--- config.mk ---
export PLATFORM = sky130hd
export DESIGN_NAME = cache_refill_ctrl
export DESIGN_NICKNAME = d
export VERILOG_FILES = /design/src/rtl/cache_pkg.sv /design/src/rtl/cache_refill_ctrl.sv
export SDC_FILE = /design/constraint.sdc
export NUM_CORES = 1
export LEC_CHECK = 0
export BUFFER_PORTS_ARGS = -buffer_cell sky130_fd_sc_hd__clkbuf_2
export CORE_UTILIZATION = 40
export DETAILED_ROUTE_END_ITERATION = 7
export HOLD_SLACK_MARGIN = 0.08
export PLACE_DENSITY = 0.72
export SKIP_LAST_GASP = 1
export SYNTH_ARGS = -nofsm -noshare
export SYNTH_HDL_FRONTEND = slang
export SYNTH_SLANG_ARGS = --single-unit
--- constraint.sdc ---
create_clock -name clk -period 5.8 [get_ports clk]
set_input_delay 1.16 -clock clk [delete_from_list [all_inputs] [get_ports clk]]
set_output_delay 1.16 -clock clk [all_outputs]
set_load 0.01 [all_outputs]
--- src/rtl/cache_pkg.sv ---
// Shared definitions for the direct-mapped cache and its refill controller.
// Both blocks decode addresses through the helpers below so they agree on
// which bits form the tag, index and word offset.
package cache_pkg;

  localparam int ADDR_W         = 32;
  localparam int DATA_W         = 32;
  localparam int WORDS_PER_LINE = 4;
  localparam int INDEX_W        = 4;

  // Derived geometry; not meant to be overridden independently.
  localparam int WOFF_W = $clog2(WORDS_PER_LINE);
  localparam int TAG_W  = ADDR_W - 2 - WOFF_W - INDEX_W;

  // Refill sequencing: wait for a miss, issue the burst, collect beats,
  // then a single completion cycle.
  typedef enum logic [1:0] {
    ST_IDLE = 2'd0,
    ST_REQ  = 2'd1,
    ST_FILL = 2'd2,
    ST_DONE = 2'd3
  } refill_state_e;

  // Upper bits above index and word offset.
  function automatic logic [TAG_W-1:0] addr_tag(input logic [ADDR_W-1:0] addr);
    return addr[ADDR_W-1 -: TAG_W];
  endfunction

  // Line index sits just above the word offset.
  function automatic logic [INDEX_W-1:0] addr_index(input logic [ADDR_W-1:0] addr);
    return addr[2+WOFF_W +: INDEX_W];
  endfunction

  // Word within the line; the two byte-offset bits are dropped.
  function automatic logic [WOFF_W-1:0] addr_woff(input logic [ADDR_W-1:0] addr);
    return addr[2 +: WOFF_W];
  endfunction

endpackage

--- src/rtl/cache_refill_ctrl.sv ---
// Miss handler for the direct-mapped cache. Captures a missing address,
// issues one line-aligned burst read, writes each returned beat into the
// cache arrays, returns the originally requested word and pulses a
// line-complete strobe.
//
// Handshakes: a transfer happens on a rising edge where valid and ready are
// both high. miss_valid/miss_addr are held by the cache until miss_ready;
// mem_req_valid/mem_req_addr are held stable by this block until
// mem_req_ready. mem_rvalid has no back-pressure: every beat seen in FILL
// is consumed, beats seen in any other state are dropped.
module cache_refill_ctrl
  import cache_pkg::*;
(
  input  logic                clk,
  input  logic                rst,
  input  logic                miss_valid,
  input  logic [ADDR_W-1:0]   miss_addr,
  output logic                miss_ready,
  output logic                mem_req_valid,
  input  logic                mem_req_ready,
  output logic [ADDR_W-1:0]   mem_req_addr,
  input  logic                mem_rvalid,
  input  logic [DATA_W-1:0]   mem_rdata,
  output logic                fill_we,
  output logic [INDEX_W-1:0]  fill_index,
  output logic [WOFF_W-1:0]   fill_word,
  output logic [TAG_W-1:0]    fill_tag,
  output logic [DATA_W-1:0]   fill_data,
  output logic                fill_done,
  output logic                resp_valid,
  output logic [DATA_W-1:0]   resp_data,
  output logic                busy,
  output refill_state_e       dbg_state
);

  localparam logic [WOFF_W-1:0] LAST_BEAT = WOFF_W'(WORDS_PER_LINE - 1);
  localparam logic [WOFF_W-1:0] ONE_BEAT  = WOFF_W'(1);

  refill_state_e       state_q, state_d;
  logic [WOFF_W-1:0]   cnt_q, cnt_d;
  logic [TAG_W-1:0]    tag_q, tag_d;
  logic [INDEX_W-1:0]  index_q, index_d;
  logic [WOFF_W-1:0]   woff_q, woff_d;
  logic                fill_we_q, fill_we_d;
  logic [WOFF_W-1:0]   fill_word_q, fill_word_d;
  logic [DATA_W-1:0]   fill_data_q, fill_data_d;
  logic [DATA_W-1:0]   resp_data_q, resp_data_d;

  // State, captured address, beat counter and registered fill/response outputs.
  always_ff @(posedge clk or posedge rst) begin
    if (rst) begin
      state_q     <= ST_IDLE;
      cnt_q       <= '0;
      tag_q       <= '0;
      index_q     <= '0;
      woff_q      <= '0;
      fill_we_q   <= 1'b0;
      fill_word_q <= '0;
      fill_data_q <= '0;
      resp_data_q <= '0;
    end else begin
      state_q     <= state_d;
      cnt_q       <= cnt_d;
      tag_q       <= tag_d;
      index_q     <= index_d;
      woff_q      <= woff_d;
      fill_we_q   <= fill_we_d;
      fill_word_q <= fill_word_d;
      fill_data_q <= fill_data_d;
      resp_data_q <= resp_data_d;
    end
  end

  // Next-state logic: miss capture, burst request, beat collection.
  always_comb begin
    state_d     = state_q;
    cnt_d       = cnt_q;
    tag_d       = tag_q;
    index_d     = index_q;
    woff_d      = woff_q;
    fill_we_d   = 1'b0;
    fill_word_d = fill_word_q;
    fill_data_d = fill_data_q;
    resp_data_d = resp_data_q;

    unique case (state_q)
      ST_IDLE: begin
        if (miss_valid) begin
          tag_d   = addr_tag(miss_addr);
          index_d = addr_index(miss_addr);
          woff_d  = addr_woff(miss_addr);
          state_d = ST_REQ;
        end
      end

      ST_REQ: begin
        if (mem_req_ready) begin
          cnt_d   = '0;
          state_d = ST_FILL;
        end
      end

      ST_FILL: begin
        if (mem_rvalid) begin
          fill_we_d   = 1'b1;
          fill_word_d = cnt_q;
          fill_data_d = mem_rdata;
          if (cnt_q == woff_q) begin
            resp_data_d = mem_rdata;
          end
          // Counter wraps to zero on the last beat of the line.
          cnt_d = cnt_q + ONE_BEAT;
          if (cnt_q == LAST_BEAT) begin
            state_d = ST_DONE;
          end
        end
      end

      ST_DONE: begin
        // The final write is visible on the registered outputs this cycle.
        state_d = ST_IDLE;
      end

      default: begin
        state_d = ST_IDLE;
      end
    endcase
  end

  assign miss_ready    = (state_q == ST_IDLE);
  assign mem_req_valid = (state_q == ST_REQ);
  assign mem_req_addr  = {tag_q, index_q, {(WOFF_W + 2){1'b0}}};
  assign fill_we       = fill_we_q;
  assign fill_index    = index_q;
  assign fill_word     = fill_word_q;
  assign fill_tag      = tag_q;
  assign fill_data     = fill_data_q;
  assign fill_done     = (state_q == ST_DONE);
  assign resp_valid    = (state_q == ST_DONE);
  assign resp_data     = resp_data_q;
  assign busy          = (state_q != ST_IDLE);
  assign dbg_state     = state_q;

endmodule

==> results of run 1 <==
==> Yosys cell counts (all sizes together) <==
| library cell | count |
|---|---|
| dfrtp | 101 |
| xor2 | 2 |
| a21oi | 1 |
| a221o | 1 |
| ha | 7 |
| nand3 | 2 |
| nor3 | 1 |
| mux2i | 1 |
| o21ai | 4 |
| nor2b | 1 |
| nand2 | 5 |
| a221oi | 1 |
| nor2 | 2 |
| conb | 1 |
| inv | 7 |
| buf | 43 |
| nand2b | 3 |
| mux2 | 96 |
| a21bo | 1 |
==> placed cells by master (no fill, tap or decap) <==
master,instances
clkbuf_2,196
dfrtp_1,101
mux2_2,95
clkbuf_8,9
ha_1,7
inv_1,6
nand2_1,5
o21ai_0,4
conb_1,4
buf_4,4
nand2b_1,3
clkinv_4,3
xor2_1,2
nand3_1,2
nor2_1,2
nor3_4,1
inv_4,1
nor2b_1,1
a21oi_1,1
a221o_1,1
a221oi_1,1
mux2i_1,1
a21bo_2,1
mux2_1,1
inv_6,1
inv_8,1
bufinv_16,1
clkinv_2,1
==> where the power goes <==
part,total (mW),switching (mW),internal [mW]
clock,0.451,0.245,0.206
sequential,1.27,0.207,1.06
combinational,1.35,0.655,0.692
==> tightest hold or removal path, cell delays in order, from the launching register on <==
cell     delay, ns
dfrtp_1       0.36
nand2_1       0.05
o21ai_0       0.06
==> path summary, 6_finish.rpt <==
kind                               from      endpoint  slack (ns)
max                        dbg_state[0]          busy        3.29
min                        fill_word[1]  fill_word[1]        0.49
max reg2reg                dbg_state[0]  resp_data[4]        3.71
min reg2reg                fill_word[1]  fill_word[1]        0.49
max in group asynchronous           rst      cnt_q[0]        3.82
min in group asynchronous           rst  fill_data[9]        0.79
==> metrics by stage <==
| step | utilization | setup WS [ns] |
|---|---|---|
| after floorplan | - | 1.99 |
| after global placement | 0.497 | 3.25 |
| after detailed placement | 0.497 | 3.23 |
| after CTS | 0.517 | 3.25 |
| after global routing | 0.517 | 3.19 |
| final | 0.517 | 3.29 |
==> final cells by class <==
type	count	area (µm²)	share of cell area
Clock buffer	9	124	0.0234
Clock inverter	7	81.3	0.0154
Inverter	7	28.8	0.00545
Multi-Input combinational cell	132	1340	0.254
Sequential cell	101	2530	0.478
Tap cell	136	170	0.0322
Timing Repair Buffer	200	1010	0.191
==> flip-flops by register name (all words and copies together) (netlist names) <==
name,cells
fill_tag,24
resp_data,32
fill_data,32
cnt_q,2
fill_index,4
dbg_state,2
fill_we,1
fill_word,2
woff_q,2
==> metal layers <==
layer  track usage  share of wire  vias to the layer above
met2         0.268           0.53                      103
met3        0.0332          0.049                       17
li1              -              -                     1257
met1         0.175           0.39                     1342
met5             0              0                        -
met4        0.0929          0.031                        0
==> kinds of logic (layout without fill, tap and decap cells) <==
family          count (synthesis)  count (layout)  share of synthesized area
simple gates                   14              14                     0.0185
fa+ha+maj                       7               7                     0.0208
other cells                     1               4                   0.000893
xor+xnor                        2               2                    0.00417
compound gates                  8               8                     0.0128
buf+inv                        50             223                     0.0816
mux                            97              97                      0.260
flops                         101             101                      0.602
==> results by group, run 1 <==
Status
  – Status: finished, final reports clean

Drt
  – Post-Route WL: 8150 µm
  – First-pass DRT Iterations: 4
  – WL per Instance: 13.8 µm
  – Antenna viol nets, final: 0
  – Iter 0 DRT Violations: 102
  – Vias per cell: between 4 and 5
  – # DRC: 0
  – Via count: around 2.7k

Setup path
  – Kind of critical path: reg2out
  – Worst path slowest cell: dfrtp_1
  – CP peak stage delay: 0.42 ns
  – Startpoint Class: flop
  – CP most frequent cell: inv_1
  – Cells along the critical path: inv_1 -> ha_1 -> inv_1 -> clkbuf_2
  – Crit-path max FO: 5
  – Number of cells on the critical path: 4
  – Critical Path RT: 4.64 ns
  – Worst path bufs/invs: 3
  – CP Data Arrival Time: between 1 and 1.5 ns
  – R2R depth: 6
  – Family with the most delay on the worst path: flip-flops
  – Worst setup EP type: primary output

Timing
  – Fin. Hold Viols: 0
  – Worst rel slew slack: 0.468
  – Max Slew Vio Count: 0
  – Setup TNS: 0 ns
  – Setup Viol. Count Final: 0
  – RSZ-0062 raised after global routing: false
  – Tcrit/Tclk final: 0.432
  – Fmax: around 0.4 GHz
  – Skew final: 0.00857 ns
  – Minimum clock period: 2.51 ns
  – Hold WS: 0.489 ns
  – Worst-margin pin slew: roughly 0.80 ns

Placement
  – Cell Area, Placed: about 5100 µm²
  – DP Wirelength: around 5900 µm
  – IO Port Bufs: 196
  – Placed Cells: 576
  – Placer congestion estimate: roughly 0.76

Floorplanning
  – Die Area: 10900 µm²
  – Chip height: 104 µm
  – Die X: 104 µm
  – Top Ports: ~200
  – Core Region: 10200 µm²
  – Initial Util: 0.411
  – Row cnt: 37

Hold path
  – Cell depth of the worst hold path: 2
  – Hold WC Path Type: reg2reg

Synthesis
  – Synth top area share: 0.602
  – Largest cells by area after synthesis: dfrtp_1, mux2_2, buf_4, ha_1, buf_2
  – Mapped Avg Cell Area: 15.0 µm²
  – Yosys warns: 0
  – Netlist cell types: 22
  – Cells after Synth: 280
  – Syn Std Cell Area: 4200 µm²
  – Number of synthesized register bits: between 100 and 150
  – Leading area contributor after synthesis: dfrtp_1
  – Register area share after synthesis: 0.602

Finish
  – FILL cells: between 900 and 1k
  – Non-filler cells, final: 592
  – Design Area, Final: around 5300 µm²
  – Ant diodes: 0
  – Final net count: 527
  – Syn-to-layout area delta: 25.8%
  – Layout cells sized above 1: 0.689

Clocking
  – H-tree depth: 3
  – Clk slew on worst S/H paths: 0.09 ns
  – Clk_lat worst skew: 0.36 ns
  – Hold Buf Count CTS: 0
  – Clock Sinks: 101
  – Root Buffer: clkbuf_8
  – CTS max path bufs: 2
  – CTS tree: built
  – Post-CTS Setup Bufs: 0
  – Post-CTS resize count: 0
  – Num CTS Buffers: 9

Global routing
  – Global router's overall resource usage: 0.155
  – Vias in the first global route: between 2k and 3k
  – Initial antenna violation count: 0
  – Largest net degree at the start of global routing: 65
  – First-pass GRT wire length: around 13000 µm
  – Remaining Overflow, GRT: 0

Power and ir drop
  – Power Density: a little under 600 nW/µm²
  – Leak: 2.72 nW
  – Total power: slightly above 3 mW
  – Worst vdd ir: 0.246 mV

Job
  – Max-cap violations: 0
(Power assumes the default switching activity.)
==> run 2: changes to the inputs <==
Settings changed: PLACE_DENSITY 0.72 to 0.75.
Clock period 5.8 ns to 2.2 ns, I/O delays scaled along.
==> run 2 against run 1 <==
Compared with the run above:
- combinational power increased to 2.7 times the previous value
- sequential power rose to 2.6 times the previous value
- core utilization is 0.43 points higher
- largest cell class unchanged
- clock power grew 140%
- worst setup slack got worse by 3.1 ns
==> results by group, run 2 (same netlist as run 1, synthesis figures left out) <==
Setup path
  – CP Data Arrival Time: 2.20 ns
  – Worst setup EP type: flop
  – Startpoint Class: flop
  – Kind of critical path: reg2reg
  – Reg-to-Reg End: resp_data[18]
  – Critical Path RT: ~2.4 ns
  – FF-to-FF Start: dbg_state[0]
  – Crit-path max FO: 32
  – R2R depth: 6
  – Internal reg-to-reg setup slack: ~0.24 ns

Clocking
  – Clock Sinks: about 100
  – CTS tree: built
  – CTS max path bufs: 2
  – H-tree depth: 3
  – Post-CTS resize count: 0
  – Post-CTS Setup Bufs: 0
  – Root Buffer: clkbuf_8
  – Hold Buf Count CTS: 0
  – Clk slew on worst S/H paths: 0.09 ns
  – Num CTS Buffers: 9
  – Clk_lat worst skew: 0.35 ns

Timing
  – Tcrit/Tclk final: 0.890
  – Minimum clock period: 1.96 ns
  – Hold WS: 0.166 ns
  – Fmax: 0.511 GHz
  – Skew final: 0.00980 ns
  – Max Slew Vio Count: 0
  – Fin. Hold Viols: 0
  – Setup Viol. Count Final: 0
  – RSZ-0062 raised after global routing: false
  – Setup TNS: 0 ns

Placement
  – Cell Area, Placed: 5150 µm²
  – IO Port Bufs: 196
  – DP Wirelength: 5980 µm
  – Placer congestion estimate: approximately 0.73

Drt
  – WL per Instance: 14.1 µm
  – # DRC: 0
  – Iter 0 DRT Violations: 118
  – Post-Route WL: 8380 µm
  – Via count: 2741
  – Antenna viol nets, final: 0
  – Vias per cell: approximately 4.6
  – First-pass DRT Iterations: 3

Hold path
  – Hold WC Path Type: in2async

Global routing
  – Met3 usage: 0.0382
  – Met1 GRT Util: 0.187
  – Initial antenna violation count: 0
  – First-pass GRT wire length: approximately 14000 µm
  – Remaining Overflow, GRT: 0
  – Met2 Use GR: 0.274
  – Global router's overall resource usage: 0.159
  – Largest net degree at the start of global routing: 53
  – Top Usage Layer GRT: met2
  – Vias in the first global route: 2823

Finish
  – Layout cells sized above 1: 0.687
  – Design Area, Final: 5330 µm²
  – Ant diodes: 0
  – Most common cell after layout, fill and taps aside: clkbuf_2
  – Most frequent cells in the layout: clkbuf_2, dfrtp_1, mux2_2
  – Syn-to-layout area delta: 26.8%
  – Final net count: 528

Floorplanning
  – Core Region: 10200 µm²
  – Initial Util: 0.411
  – Row cnt: 37
  – Top Ports: 203
  – Chip height: roughly 100 µm
  – Die Area: 10900 µm²
  – Die X: 104 µm

Status
  – Status: finished, final reports clean

Job
  – Max-cap violations: 0

Power and ir drop
  – Worst vdd ir: 0.578 mV
  – Power Density: 1510 nW/µm²
  – Leak: 2.73 nW
## run 2: worst max-delay path: stages, from the launching register on
cell and delay (ns):
dfrtp_1 0.43, inv_1 0.16, ha_1 0.29, nand2_1 0.12, nor3_4 0.21, buf_12 0.23, mux2_2 0.36
## run 2: power breakdown
| group | leakage [nW] | internal, mW | switching [mW] |
|---|---|---|---|
| clock network | 0.0921 | 0.469 | 0.606 |
| registers | 1.21 | 2.80 | 0.555 |
| logic | 1.43 | 1.87 | 1.74 |
## run 2: routing by layer
layer	share of wire	wire, µm
met1	0.41	3470
met2	0.52	4330
met3	0.051	428
met4	0.017	144
met5	0	0
## run 2: metrics by stage
stage / instances / utilization / worst slack (ns) / power [mW]
2_1_floorplan: 283 / - / 0.370 / 5.79
3_3_place_gp: 577 / 0.503 / 0.321 / 6.90
3_5_place_dp: 577 / 0.503 / 0.286 / 7.06
4_1_cts: 593 / 0.521 / 0.241 / 8.17
5_1_grt: 593 / 0.521 / 0.0882 / 8.57
6_report: 593 / 0.521 / 0.242 / 8.04
## run 2: area by class of cell
type	instances	area, µm²
multi-input cells	132	1340
repair buffers	201	1080
flip-flops and latches	101	2530
clock inverters	4	22.5
inverters	7	30.0
clock buffers	12	155
fillers	923	4900
well taps	136	170
## run 2: worst max-delay path by stage
stage,to,slack (ns),depth (start not counted),start
finish,resp_data[18],0.24,6,dbg_state[0]
global route,resp_data[6],0.09,6,dbg_state[0]
CTS,resp_data[1],0.24,6,dbg_state[0]
detailed placement,resp_data[22],0.29,6,dbg_state[0]
global placement,resp_data[20],0.32,6,dbg_state[0]
floorplan,resp_data[10],0.37,6,dbg_state[0]
==> run 3: changes to the inputs <==
Settings changed: CORE_ASPECT_RATIO set to 0.5, CORE_MARGIN set to 1.5, RECOVER_POWER set to 50.
==> run 3 against run 2 <==
Compared with the run above:
- worst hold slack gained 0.012 ns
- non-clock buffer count grew 3
- clock-buffer cell count shrank 1
- combinational power shrank 4%
- clock skew shrank 0.0043 ns
- design area grew 0.28%
==> results by group, run 3 (same netlist as run 1, synthesis figures left out) <==
Floorplanning
  – Top Ports: a little over 200
  – Chip height: 75.5 µm
  – Initial Util: 0.411
  – Die X: 148 µm
  – Row cnt: 26
  – Core Region: 10200 µm²
  – Die Area: 11200 µm²

Timing
  – Fin. Hold Viols: 0
  – Min setup slack post-route: between 0.2 and 0.3 ns
  – Max Slew Vio Count: 0
  – Fmax: 0.519 GHz
  – Minimum clock period: between 1.5 and 2 ns
  – Setup Viol. Count Final: 0
  – Worst-margin pin slew: 1.12 ns
  – Skew final: 0.00554 ns
  – RSZ-0062 raised after global routing: false
  – Setup TNS: 0 ns
  – Tcrit/Tclk final: 0.875
  – Worst rel slew slack: 0.253

Clocking
  – Hold Buf Count CTS: 0
  – Root Buffer: clkbuf_16
  – Clk_lat worst skew: 0.34 ns
  – Post-CTS Setup Bufs: 0
  – Clock Sinks: just over 100
  – Num CTS Buffers: 9
  – CTS tree: built
  – Clk slew on worst S/H paths: 0.06 ns
  – H-tree depth: 3
  – CTS max path bufs: 2
  – Post-CTS resize count: 0

Job
  – Max-cap violations: 0

Setup path
  – Worst path slowest cell: dfrtp_1
  – Worst path bufs/invs: 2
  – Cells along the critical path: inv_1 -> ha_1 -> nand2_1 -> nor3_4 -> buf_12 -> mux2_2
  – CP peak stage delay: 0.41 ns
  – Worst setup EP type: flop
  – Critical Path RT: 2.42 ns
  – CP Data Arrival Time: 2.15 ns
  – Kind of critical path: reg2reg
  – Crit-path max FO: 18
  – Startpoint Class: flop
  – Family with the most delay on the worst path: flip-flops

Placement
  – Pre-CTS setup slack: ~0.3 ns
  – IO Port Bufs: 196
  – Placer congestion estimate: 0.748
  – DP Wirelength: around 6300 µm

Global routing
  – Initial antenna violation count: 0
  – Vias in the first global route: 2646
  – Global router's overall resource usage: 0.149
  – Remaining Overflow, GRT: 0
  – Largest net degree at the start of global routing: 48
  – First-pass GRT wire length: 12700 µm

Finish
  – Final net count: 531
  – Layout cells sized above 1: 0.547
  – Most frequent cells in the layout: clkbuf_2, dfrtp_1, mux2_2
  – FILL cells: 919
  – Syn-to-layout area delta: 27.2%
  – Most common cell after layout, fill and taps aside: clkbuf_2
  – Ant diodes: 0

Drt
  – Antenna viol nets, final: 0
  – Vias per cell: 4.50
  – Post-Route WL: 8250 µm
  – WL per Instance: 13.8 µm
  – First-pass DRT Iterations: 2
  – # DRC: 0
  – Via count: 2696
  – Iter 0 DRT Violations: 56

Hold path
  – Hold WC Path Type: in2async

Power and ir drop
  – Power Density: 1560 nW/µm²
  – Worst vdd ir: 0.664 mV
  – Leak: 2.58 nW

Status
  – Status: finished, final reports clean
[run 3: final timing paths]
| kind | start | end | slack [ns] | cells after the start |
|---|---|---|---|---|
| worst max-delay path | dbg_state[0] | resp_data[11] | 0.27 | 6 |
| worst min-delay path | rst | fill_tag[15] | 0.18 | 2 |
| worst max register to register | dbg_state[0] | resp_data[11] | 0.27 | 6 |
| worst min register to register | fill_word[1] | fill_word[1] | 0.48 | 2 |
| max in group asynchronous | rst | resp_data[22] | 0.51 | 3 |
| min in group clk | miss_addr[4] | fill_index[0] | 0.33 | 2 |
[run 3: worst register-to-register path: cells and delay by family (launching register included)]
| family | cells | cell delay (ns) |
|---|---|---|
| multiplexers | 1 | 0.35 |
| buffers and inverters | 2 | 0.35 |
| flip-flops | 1 | 0.41 |
| adder cells (fa/ha/maj) | 1 | 0.28 |
| AND/OR/NAND/NOR | 2 | 0.41 |
[run 3: cell type report]
class,count,area [µm²],share of cell area
Multi-Input combinational cell,132,1340,0.251
Timing Repair Buffer,204,980,0.183
Tap cell,140,175,0.0328
Clock inverter,4,48.8,0.00913
Sequential cell,101,2530,0.473
Clock buffer,11,243,0.0454
Inverter,7,27.5,0.00515
[run 3: metrics by stage]
step	instances	cell area (µm²)	util	total power [mW]	hold slack [ns]
after floorplan	283	4220	-	5.79	0.500
after global routing	599	5340	0.523	8.90	0.241
after CTS	599	5460	0.534	8.62	0.109
after global placement	584	5170	0.506	6.93	0.470
final	599	5340	0.523	8.33	0.178
after detailed placement	584	5170	0.506	7.05	0.475
[run 3: layer usage]
layer | routed length [µm] | track usage | vias up
met1 | 3170 | 0.160 | 1324
met2 | 4520 | 0.284 | 80
met5 | 0 | 0 | -
met3 | 396 | 0.0437 | 17
li1 | - | - | 1275
met4 | 153 | 0.0671 | 0
[run 3: power by group]
part	switching, mW	internal (mW)
Combinational	1.75	1.71
Clock	0.641	0.904
Sequential	0.532	2.80
